--- config.mk ---
export PLATFORM = sky130hd
export DESIGN_NAME = mem_access_unit
export DESIGN_NICKNAME = d
export VERILOG_FILES = /design/src/rtl/mem_access_unit.sv
export SDC_FILE = /design/constraint.sdc
export NUM_CORES = 1
export LEC_CHECK = 0
export CELL_PAD_IN_SITES_DETAIL_PLACEMENT = 0
export CELL_PAD_IN_SITES_GLOBAL_PLACEMENT = 1
export CORE_MARGIN = 2
export CORE_UTILIZATION = 32
export DETAILED_ROUTE_END_ITERATION = 8
export PLACE_DENSITY = 0.84
export SLEW_MARGIN = 20
export SYNTH_ARGS = -nofsm -noshare
export SYNTH_HDL_FRONTEND = slang
export SYNTH_SLANG_ARGS = --single-unit
--- constraint.sdc ---
create_clock -name clk -period 10.5 [get_ports clk]
set_input_delay 3.15 -clock clk [delete_from_list [all_inputs] [get_ports clk]]
set_output_delay 3.15 -clock clk [all_outputs]
set_load 0.1 [all_outputs]
--- src/rtl/mem_access_unit.sv ---
// mem_access_unit: RV64 load/store adapter onto a dword-only, combinational-read data memory.
// Define MISALIGN_TRAP_EN to trap dword-crossing accesses instead of splitting them over two cycles.
module mem_access_unit #(
  parameter int unsigned DMEM_BYTES = 64
) (
  input  logic        clk,
  input  logic        reset_n,
  input  logic        req_valid,
  input  logic        req_read,
  input  logic        req_write,
  input  logic [63:0] req_addr,
  input  logic [63:0] req_wdata,
  input  logic [2:0]  req_funct3,
  output logic        stall,
  output logic [63:0] ld_data,
  output logic        ld_valid,
  output logic        access_err,
  output logic [63:0] mem_addr,
  output logic [63:0] mem_wdata,
  output logic        mem_read,
  output logic        mem_write,
  output logic [2:0]  mem_funct3,
  input  logic [63:0] mem_rdata
);

  localparam logic [2:0] DWORD_F3 = 3'b011;

  typedef enum logic {IDLE = 1'b0, SECOND = 1'b1} state_t;

  state_t      state, state_nxt;
  logic [63:0] lo_buf, lo_buf_nxt;

  logic [2:0]   off;
  logic [3:0]   size;
  logic [3:0]   end_pos;
  logic         split;
  logic [15:0]  lane_mask;
  logic [127:0] wdata_sh;
  logic [63:0]  base;
  logic         range_err;
  logic         illegal;
  logic         active;
  logic [2:0]   hi_shift;

  // Byte-lane replace: lanes with mask set take new data, others keep memory contents
  function automatic logic [63:0] merge(input logic [63:0] old_d, input logic [63:0] new_d,
                                        input logic [7:0] mask);
    logic [63:0] r;
    r = old_d;
    for (int i = 0; i < 8; i++) begin
      if (mask[i]) r[8*i +: 8] = new_d[8*i +: 8];
    end
    return r;
  endfunction

  function automatic logic [63:0] extend(input logic [63:0] raw, input logic [2:0] f3);
    logic [63:0] r;
    r = raw;
    case (f3[1:0])
      2'b00:   r = f3[2] ? {56'd0, raw[7:0]}  : {{56{raw[7]}},  raw[7:0]};
      2'b01:   r = f3[2] ? {48'd0, raw[15:0]} : {{48{raw[15]}}, raw[15:0]};
      2'b10:   r = f3[2] ? {32'd0, raw[31:0]} : {{32{raw[31]}}, raw[31:0]};
      default: r = raw;
    endcase
    return r;
  endfunction

  // Request decode shared by both FSM states (request is held stable while stalled)
  always_comb begin
    off       = req_addr[2:0];
    size      = 4'd1 << req_funct3[1:0];
    end_pos   = {1'b0, off} + size;
    split     = end_pos > 4'd8;
    lane_mask = ((16'd1 << size) - 16'd1) << off;
    wdata_sh  = {64'd0, req_wdata} << {off, 3'b000};
    base      = {req_addr[63:3], 3'b000};
    hi_shift  = 3'(4'd8 - {1'b0, off});
    range_err = ({1'b0, req_addr} + 65'(size)) > 65'(DMEM_BYTES);
    active    = req_valid & (req_read | req_write);
    illegal   = (req_read & req_write) | (req_read & (req_funct3 == 3'b111)) |
                (req_write & req_funct3[2]) | range_err;
  end

  always_ff @(posedge clk or negedge reset_n) begin
    if (!reset_n) begin
      state  <= IDLE;
      lo_buf <= '0;
    end else begin
      state  <= state_nxt;
      lo_buf <= lo_buf_nxt;
    end
  end

  always_comb begin
    state_nxt  = state;
    lo_buf_nxt = lo_buf;
    stall      = 1'b0;
    ld_data    = '0;
    ld_valid   = 1'b0;
    access_err = 1'b0;
    mem_addr   = '0;
    mem_wdata  = '0;
    mem_read   = 1'b0;
    mem_write  = 1'b0;
    mem_funct3 = '0;

    case (state)
      IDLE: begin
        if (active) begin
          if (illegal) begin
            access_err = 1'b1;
          end else if (split) begin
`ifdef MISALIGN_TRAP_EN
            access_err = 1'b1;
`else
            mem_addr = base;
            mem_read = 1'b1;
            stall    = 1'b1;
            if (req_write) begin
              mem_write = 1'b1;
              mem_wdata = merge(mem_rdata, wdata_sh[63:0], lane_mask[7:0]);
            end else begin
              lo_buf_nxt = mem_rdata >> {off, 3'b000};
            end
            state_nxt = SECOND;
`endif
          end else begin
            mem_addr = base;
            mem_read = 1'b1;
            if (req_write) begin
              mem_write = 1'b1;
              mem_wdata = merge(mem_rdata, wdata_sh[63:0], lane_mask[7:0]);
            end else begin
              ld_data  = extend(mem_rdata >> {off, 3'b000}, req_funct3);
              ld_valid = 1'b1;
            end
          end
        end
      end

      SECOND: begin
        // Dropping req_valid here abandons the upper half; the FSM always returns to IDLE
        state_nxt = IDLE;
        if (active) begin
          mem_addr = base + 64'd8;
          mem_read = 1'b1;
          if (req_write) begin
            mem_write = 1'b1;
            mem_wdata = merge(mem_rdata, wdata_sh[127:64], lane_mask[15:8]);
          end else begin
            ld_data  = extend(lo_buf | (mem_rdata << {hi_shift, 3'b000}), req_funct3);
            ld_valid = 1'b1;
          end
        end
      end

      default: state_nxt = IDLE;
    endcase

    if (mem_read || mem_write) mem_funct3 = DWORD_F3;

    if (!reset_n) begin
      stall      = 1'b0;
      ld_data    = '0;
      ld_valid   = 1'b0;
      access_err = 1'b0;
      mem_addr   = '0;
      mem_wdata  = '0;
      mem_read   = 1'b0;
      mem_write  = 1'b0;
      mem_funct3 = '0;
    end
  end

endmodule

# After elaboration in Yosys (flattened, before gate mapping)
# Cells that the tools add are included.
[totals]
regBits = 65
in_bits = 200
out_inout_bits = 200
elab_cells = 107
[classes]
add_sub_neg = 5
order_cmp = 2
eq_ne = 3
shift = 6
n_mux = 74
bitwise = 12
n_reduce_logical = 3
[op_table]
columns = ["op", "count"]
rows = [
  ["$mux W64", 23],
  ["$pmux W64 S2", 3],
  ["$pmux W64 S3", 2],
  ["$mux W8", 16],
  ["$shl A64 B6 Y128", 1],
  ["$add A64 B4 Y65", 1],
  ["$gt A65 B7 Y1 const B", 1],
  ["$add A64 B4 Y64 const B", 1],
  ["$or A64 B64 Y64", 1],
  ["$shl A64 B6 Y64", 1],
  ["$shr A64 B6 Y64", 1],
  ["$mux W1", 24],
  ["$shl A1 B4 Y16 const A", 1],
  ["$shl A16 B3 Y16", 1],
  ["$sub A16 B1 Y16 const B", 1],
  ["$pmux W1 S2", 4],
  ["$reduce_and A5 Y1", 1],
  ["$add A3 B4 Y4", 1],
  ["$and A1 B1 Y1", 4],
  ["$gt A4 B4 Y1 const B", 1],
  ["$or A1 B1 Y1", 4],
  ["$shl A1 B2 Y4 const A", 1],
  ["$eq A3 B3 Y1 const B", 1],
  ["$mux W3", 1],
  ["other kinds (7)", 9],
]

# Depth between registers and ports, before layout
# Gate-level depths: netlist (run 1).
[logic_depth]
ltp_word = 11
depth_mapped = 19
depth_no_buf = 13

# Least setup slack after synthesis (run 1)
# No wires, ideal clock.
[synth_timing]
kind = "input to output"
start = "in req_addr[1]"
end = "out ld_data[31]"
arrival_ns = 9.535
required_ns = 7.350
slack_ns = -2.185
stages = 17
n_path_buf = 6
cell_sequence = "buf_2 buf_1 clkbuf_1 clkbuf_1 buf_1 xnor2_1 ha_1 or2_1 a31o_2 or4_1 a211oi_1 nor4_1 or4_1 nor2_1 buf_2 nand4_2 a221oi_1"
[synth_via]
elab_chain_cells = 9
elab_cells_between_ends = 25
cone_classes = "add/sub (3); order compare (2); shift (2); mux (16); bitwise (2)"
[synth_lines]
columns = ["item", "line_no", "source"]
rows = [
  ["from (decl)", "11", "input logic [63:0] req_addr,"],
  ["parallel branches: the longest is 7 deep, another holds $add A64 B4 Y65", "-", ""],
  ["$pmux W64 S2 (*)", "107", "case (state)"],
  ["$mux W64 (*)", "162", "if (!reset_n) begin"],
  ["to (decl)", "15", "output logic [63:0] ld_data,"],
]
# Mark *: on every way between the ends.

# Final worst setup path (run 1)
[layout_timing]
start = "in req_addr[23]"
end = "out mem_wdata[56]"
[layout_via]
elab_chain_cells = 7
[layout_lines]
columns = ["item", "line_no", "source"]
rows = [
  ["$add A64 B4 Y65", "78", "range_err = ({1'b0, req_addr} + 65'(size)) > 65'(DMEM_BYTES);"],
  ["$gt A65 B7 Y1", "78", ""],
  ["$or A1 B1 Y1", "81", "(req_write & req_funct3[2]) | range_err;"],
  ["$mux W64", "110", "if (illegal) begin"],
  ["$mux W64", "109", "if (active) begin"],
  ["$pmux W64 S2", "107", ""],
  ["$mux W64", "162", ""],
  ["to (decl)", "19", "output logic [63:0] mem_wdata,"],
]
# Every way passes these cells.

==> results.cfg, run 1 <==
[pwr]
p_leak_nw = 9.27
power_density_nw_per_um2 = 55.5
irDropWorstVdd_v = 0.0000747
finalPower_mw = 1.38

[clock_tree]
cts_tree = built
numCtsBuffers = 9
clock_latency_ns = 0.35
path_clk_slew_ns = 0.06
htreeDepth = 3
ctsRootBufferMaster = clkbuf_16
clockBufferDepth = 2
cts_sinks = 65

[global_route]
grt_use_met3 = 0.0623
overflow = 0
grt_start_max_net_pins = 181
grt_first_pass_wirelength_mm = 145
grt_usage = 0.391
grt_pass1_vias = 21041
busiest_layer = met2
grt_use_met2 = 0.668
antenna_found_initial = 5
met1_usage = 0.459

[cells_and_area]
fin_nets = 2985
stdcell_count = 3392
fin_area_sq_um = 24900
areaGrowthSynthToFinish_pct = 63.2
final_layout_size_suffix_gt1_frac = 0.252

[synthesis]
muxShareOfSynthArea = 0.171
synth_seq_cells = 65
synth_top_area_frac = 0.117
ys_top_cells_by_area = mux2i_1 12%, dfrtp_1 11%, nand2_1 8.2%
synth_fa_ha_area_frac = 0.00657
yosysSeqAreaShare = 0.107
synth_top_area_cell = mux2i_1
synthSimpleGateAreaFrac = 0.301
yosys.cell_types.count = 83
syn_inst = 2360
synth_top_family_by_area = simple AND/OR/NAND/NOR gates
synth-edff-count = 0
synth_area_sq_um = 15200
synth_compound_area_frac = 0.297
async_reset_ff_frac = 1.00
synth_xor_area_frac = 0.0368
synth_ff_type = dfrtp_1
synth_warnings = 0
syn_area_per_cell_sq_um = 6.46

[timing]
drv_slew = 0
finalSetupTns_ns = 0
finalSetupViolCount = 0
worst_pin_slew_ns = 1.01
fin_skew_ns = 0.00454
max-slew-margin-rel = 0.325
finalHoldViolations = 0
timing.fmax_ghz = 0.0966
fin_crit_sh = 0.986
grt_setup_unrepaired = false
period_needed_ns = 10.35
layout_setup_ws_ns = 0.150

[critical_path]
crit_chain = clkdlybuf4s50_1, nand4_1, buf_4, nor2_1, nand4_1, a211oi_2, o22ai_1, or4_4, nor4_4, buf_6, nand4_4, buf_12, bufbuf_16, o21ai_4, buf_12
arrival_ns = 7.20
cp_max_fo = 9
path_buf_inv = 6
crit_family = buffers and inverters
worst-endpoint-required_ns = 7.35
start_kind = input pin
criticalPathCategory = input pin to output pin
cp_slowest_stage_delay_ns = 0.68
cp_slowest_cell = clkdlybuf4s50_1
endpoint_kind = output pin

[floorplan]
dieWidth_um = 222
io_pins = 400
die_area_sq_um = 49400
initial_core_util = 0.326
placeableCoreArea_sq_um = 46800
rows = 79
dieHeight_um = 222

[placement]
hpwl_mm = 80.6
dpl.cell_count = 3365
port_buffers = 395
placed_area_sq_um = 24300
gp_congestion = 0.984
pre_cts_slack_ns = -0.268

[flow_run]
drv_cap = 0

[drt]
vias = 21782
drt_first_pass_iters = 8
ant_nets = 0
drc = 0
wl_per_cell_um = 29.6
wirelength_mm = 100
dr.first_iter.drc_count = 2554
avgViaCountPerCell = 6.42

[hold_path]
min-delay-path-class = flop to flop

[run_status]
status = completed
area by class of cell:
class | count | area, sq um
fillers | 4418 | 21900
diodes | 3 | 7.51
flip-flops and latches | 65 | 1630
clock inverters | 5 | 55.1
multi-input cells | 2002 | 14700
inverters | 65 | 244
repair buffers | 634 | 7280
well taps | 607 | 759
clock buffers | 11 | 243
repair_timing:
| action | 4_1_cts | 5_1_grt |
|---|---|---|
| gates resized for setup | 19 | 12 |
| hold buffers | 0 | 0 |
| setup buffers | 5 | 0 |
| pin swaps | 6 | 2 |
| endpoints found under the setup margin | 128 | 68 |
| gates cloned | 2 | 0 |
cell usage in the layout (no fill, tap or decap), types with 22 or more instances in the layout:
cell type | netlist | routed
a211oi_1 | 29 | 25
xor2_1 | 27 | 26
o22ai_4 | 0 | 48
a221oi_4 | 0 | 32
o21ai_4 | 0 | 29
nand4_1 | 54 | 54
a21o_1 | 22 | 22
a21oi_1 | 168 | 163
o211ai_1 | 25 | 25
clkdlybuf4s50_1 | 0 | 193
nor3_1 | 68 | 64
inv_1 | 62 | 61
mux2i_1 | 178 | 177
nor2_1 | 238 | 232
nor2b_1 | 26 | 26
dfrtp_1 | 65 | 64
o31ai_1 | 24 | 24
mux2_2 | 29 | 29
xnor2_1 | 37 | 35
and3_1 | 26 | 26
buf_12 | 0 | 157
buf_4 | 8 | 274
o21ai_0 | 222 | 189
nand2_1 | 331 | 328
nand3_1 | 85 | 82
synthesized netlist by cell type, drive strengths merged, types with 23 or more instances:
cell type / instances
o211ai: 25
nand2b: 23
dfrtp: 65
inv: 64
a211oi: 29
mux2: 41
and3: 26
nand3: 85
xnor2: 37
nand4: 59
mux2i: 178
a221oi: 32
nor4: 25
nand2: 331
nor2b: 26
clkbuf: 171
nor3: 68
o22ai: 69
o31ai: 24
buf: 60
a21oi: 168
nor2: 238
o21ai: 224
a31oi: 25
xor2: 27
worst paths after layout:
path                       slack, ns         start  depth (start not counted)            end
max                             0.15  req_addr[23]                         15  mem_wdata[56]
min                             0.48    lo_buf[27]                          1     lo_buf[27]
max reg2reg                     7.91         state                          5     lo_buf[29]
min reg2reg                     0.48    lo_buf[27]                          1     lo_buf[27]
max in group asynchronous       7.06       reset_n                          2     lo_buf[51]
min in group asynchronous       3.07       reset_n                          2     lo_buf[10]
metrics by stage:
step,hold WS (ns),util
2_1_floorplan,0.452,-
3_3_place_gp,0.462,0.520
3_5_place_dp,0.469,0.520
4_1_cts,0.483,0.531
5_1_grt,0.508,0.532
6_report,0.482,0.532
registers in the layout, summed over array words and instances (netlist names):
name / count
state: 1
lo_buf: 64
layer usage:
metal | vias to the layer above | part of all wire
li1 | 9530 | -
met1 | 10448 | 0.37
met2 | 1466 | 0.47
met3 | 334 | 0.086
met4 | 4 | 0.074
met5 | - | 0.00024
worst register-to-register path: cells and delay by family, from the launching register on:
kind | cells | cell delay, ns
buffers and inverters | 2 | 0.67
muxes | 1 | 0.38
DFF | 1 | 0.40
and+or+nand+nor | 2 | 1.01
cells by family (layout without fill, tap and decap cells):
logic type | Yosys count | in the layout
mux | 235 | 235
flops | 65 | 65
xor+xnor | 64 | 64
other cells | 1 | 7
fa+ha+maj | 8 | 8
buf+inv | 296 | 715
simple gates | 965 | 965
compound gates | 726 | 726
power by group:
| part | total, mW | leakage (nW) | internal (mW) | switching (mW) |
|---|---|---|---|---|
| clock | 0.317 | 0.142 | 0.190 | 0.127 |
| combinational | 0.815 | 8.47 | 0.277 | 0.537 |
| sequential | 0.250 | 0.656 | 0.250 | 0 |
(Power assumes the default switching activity.)
==> inputs of run 2 (changes only) <==
--- a/config.mk
+++ b/config.mk
@@ -10,8 +10,9 @@
 export CORE_MARGIN = 2
 export CORE_UTILIZATION = 32
 export DETAILED_ROUTE_END_ITERATION = 8
+export HOLD_SLACK_MARGIN = 0.05
 export PLACE_DENSITY = 0.84
-export SLEW_MARGIN = 20
+export SLEW_MARGIN = 10
 export SYNTH_ARGS = -nofsm -noshare
 export SYNTH_HDL_FRONTEND = slang
 export SYNTH_SLANG_ARGS = --single-unit
==> run 2 against run 1 <==
  * Clock skew up 0.0013 ns
  * Maximum frequency about the same
  * Core utilization about the same
  * Sequential power about the same
  * Global-route usage up 0.067 points
  * First-iteration DRC count down 5.9%
  * Total power up 0.19%
  * Sequential cell count unchanged
  * Wire length about the same
  * Count of clock-buffer cells in the layout unchanged
  * Via count down 0.84%
  * Largest power group unchanged
==> results.cfg, run 2 (synthesized netlist as in run 1, its figures left out) <==
[clock_tree]
ctsRootBufferMaster = clkbuf_16
holdBufCountCts = 0
numCtsBuffers = 9
path_clk_slew_ns = 0.06
clock_latency_ns = 0.34
cts_sinks = 65
clockBufferDepth = 2
cts_tree = built
htreeDepth = 3

[cells_and_area]
largest_reg_flops = 64
fillCellCount = 4397
final_layout_size_suffix_gt1_frac = 0.251
fin_util = 0.532
reg_top3 = lo_buf x64, state x1
top_register = lo_buf
areaGrowthSynthToFinish_pct = 63.2
mostFrequentLayoutCells = 328 x nand2_1, 272 x buf_4, 233 x nor2_1
fin_nets = 2982
final_common_cell = nand2_1
multi_input_area_sq_um = 14700
seq_area_sq_um = 1630

[floorplan]
rows = 79
dieWidth_um = 222
die_area_sq_um = 49400
initial_core_util = 0.326
placeableCoreArea_sq_um = 46800
dieHeight_um = 222
io_pins = 400

[hold_path]
min-delay-path-class = flop to flop

[pwr]
p_leak_nw = 9.26
irDropWorstVdd_v = 0.0000652
power_density_nw_per_um2 = 55.7

[drt]
ant_nets = 0
dr.first_iter.drc_count = 2404
vias = 21600
drc = 0
drt_first_pass_iters = 6
wl_per_cell_um = 29.6
avgViaCountPerCell = 6.37
wirelength_mm = 101

[timing]
fin_skew_ns = 0.00589
finalHoldViolations = 0
layout_setup_ws_ns = 0.157
worst_pin_slew_ns = 1.22
finalSetupViolCount = 0
timing.fmax_ghz = 0.0967
max-slew-margin-rel = 0.182
period_needed_ns = 10.34
grt_setup_unrepaired = false
drv_slew = 0
fin_crit_sh = 0.985

[critical_path]
start_kind = input pin
arrival_ns = 7.19
worst-endpoint-required_ns = 7.35
cp_max_fo = 9
criticalPathCategory = input pin to output pin
endpoint_kind = output pin

[global_route]
overflow = 0
antenna_found_initial = 9
grt_start_max_net_pins = 181
met1_usage = 0.453
busiest_layer = met2
grt_first_pass_wirelength_mm = 144
grt_pass1_vias = 20995
grt_usage = 0.392
grt_use_met2 = 0.666
grt_use_met3 = 0.0722

[placement]
pre_cts_slack_ns = -0.295
hpwl_mm = 80.7
port_buffers = 395
gp_congestion = 0.984

[flow_run]
drv_cap = 0

[run_status]
status = completed
run 2: area by class of cell:
type                       instances  area share
multi-input combinational       2002       0.590
timing repair buffer             631       0.292
antenna                            5    0.000503
tap                              607      0.0305
clock inverter                     5     0.00221
clock buffer                      11     0.00976
sequential                        65      0.0654
inverter                          65     0.00981
run 2: where the power goes:
group	switching, mW	total, mW	internal, mW
Combinational	0.539	0.816	0.278
Sequential	0	0.250	0.250
Clock	0.128	0.318	0.190
run 2: timing repair:
action,in CTS,in global routing
hold endpoints to repair,0,0
gates cloned,2,0
gates resized for setup,15,20
setup buffers,3,0
setup endpoints to repair,130,121
pin swaps,2,5
run 2: through the flow:
stage	power, mW	TNS, ns	instances	hold WS [ns]	area [sq um]
2_1_floorplan	0.695	-11.25	2363	0.452	17500
3_3_place_gp	1.04	-26.39	3365	0.462	24300
3_5_place_dp	1.03	-24.52	3365	0.469	24300
4_1_cts	1.35	0	3386	0.483	24800
5_1_grt	1.43	0	3390	0.503	24900
6_report	1.38	0	3391	0.478	24900
run 2: per-layer routing:
metal  vias to the layer above  wire [um]
met2                      1388      47400
met5                         -         26
met3                       342       8560
met4                         4       7780
li1                       9532          -
met1                     10334      36800
run 2: critical path: stages:
cell,delay [ns]
clkdlybuf4s50_1,0.61
nand3_1,0.22
nor4_4,0.41
nand4_1,0.32
a211oi_2,0.30
o22ai_1,0.13
or4_4,0.56
nor4_4,0.32
buf_6,0.17
nand4_4,0.11
buf_12,0.20
bufbuf_16,0.30
o21ai_4,0.17
buf_12,0.20
run 2: worst paths after layout:
| path | slack [ns] | from | to | depth (start not counted) |
|---|---|---|---|---|
| worst max-delay path | 0.16 | req_addr[26] | mem_wdata[29] | 14 |
| worst min-delay path | 0.48 | lo_buf[27] | lo_buf[27] | 1 |
| worst max register to register | 7.85 | state | lo_buf[16] | 4 |
| worst min register to register | 0.48 | lo_buf[27] | lo_buf[27] | 1 |
| max in group asynchronous | 7.05 | reset_n | lo_buf[48] | 2 |
| min in group asynchronous | 3.08 | reset_n | lo_buf[9] | 2 |
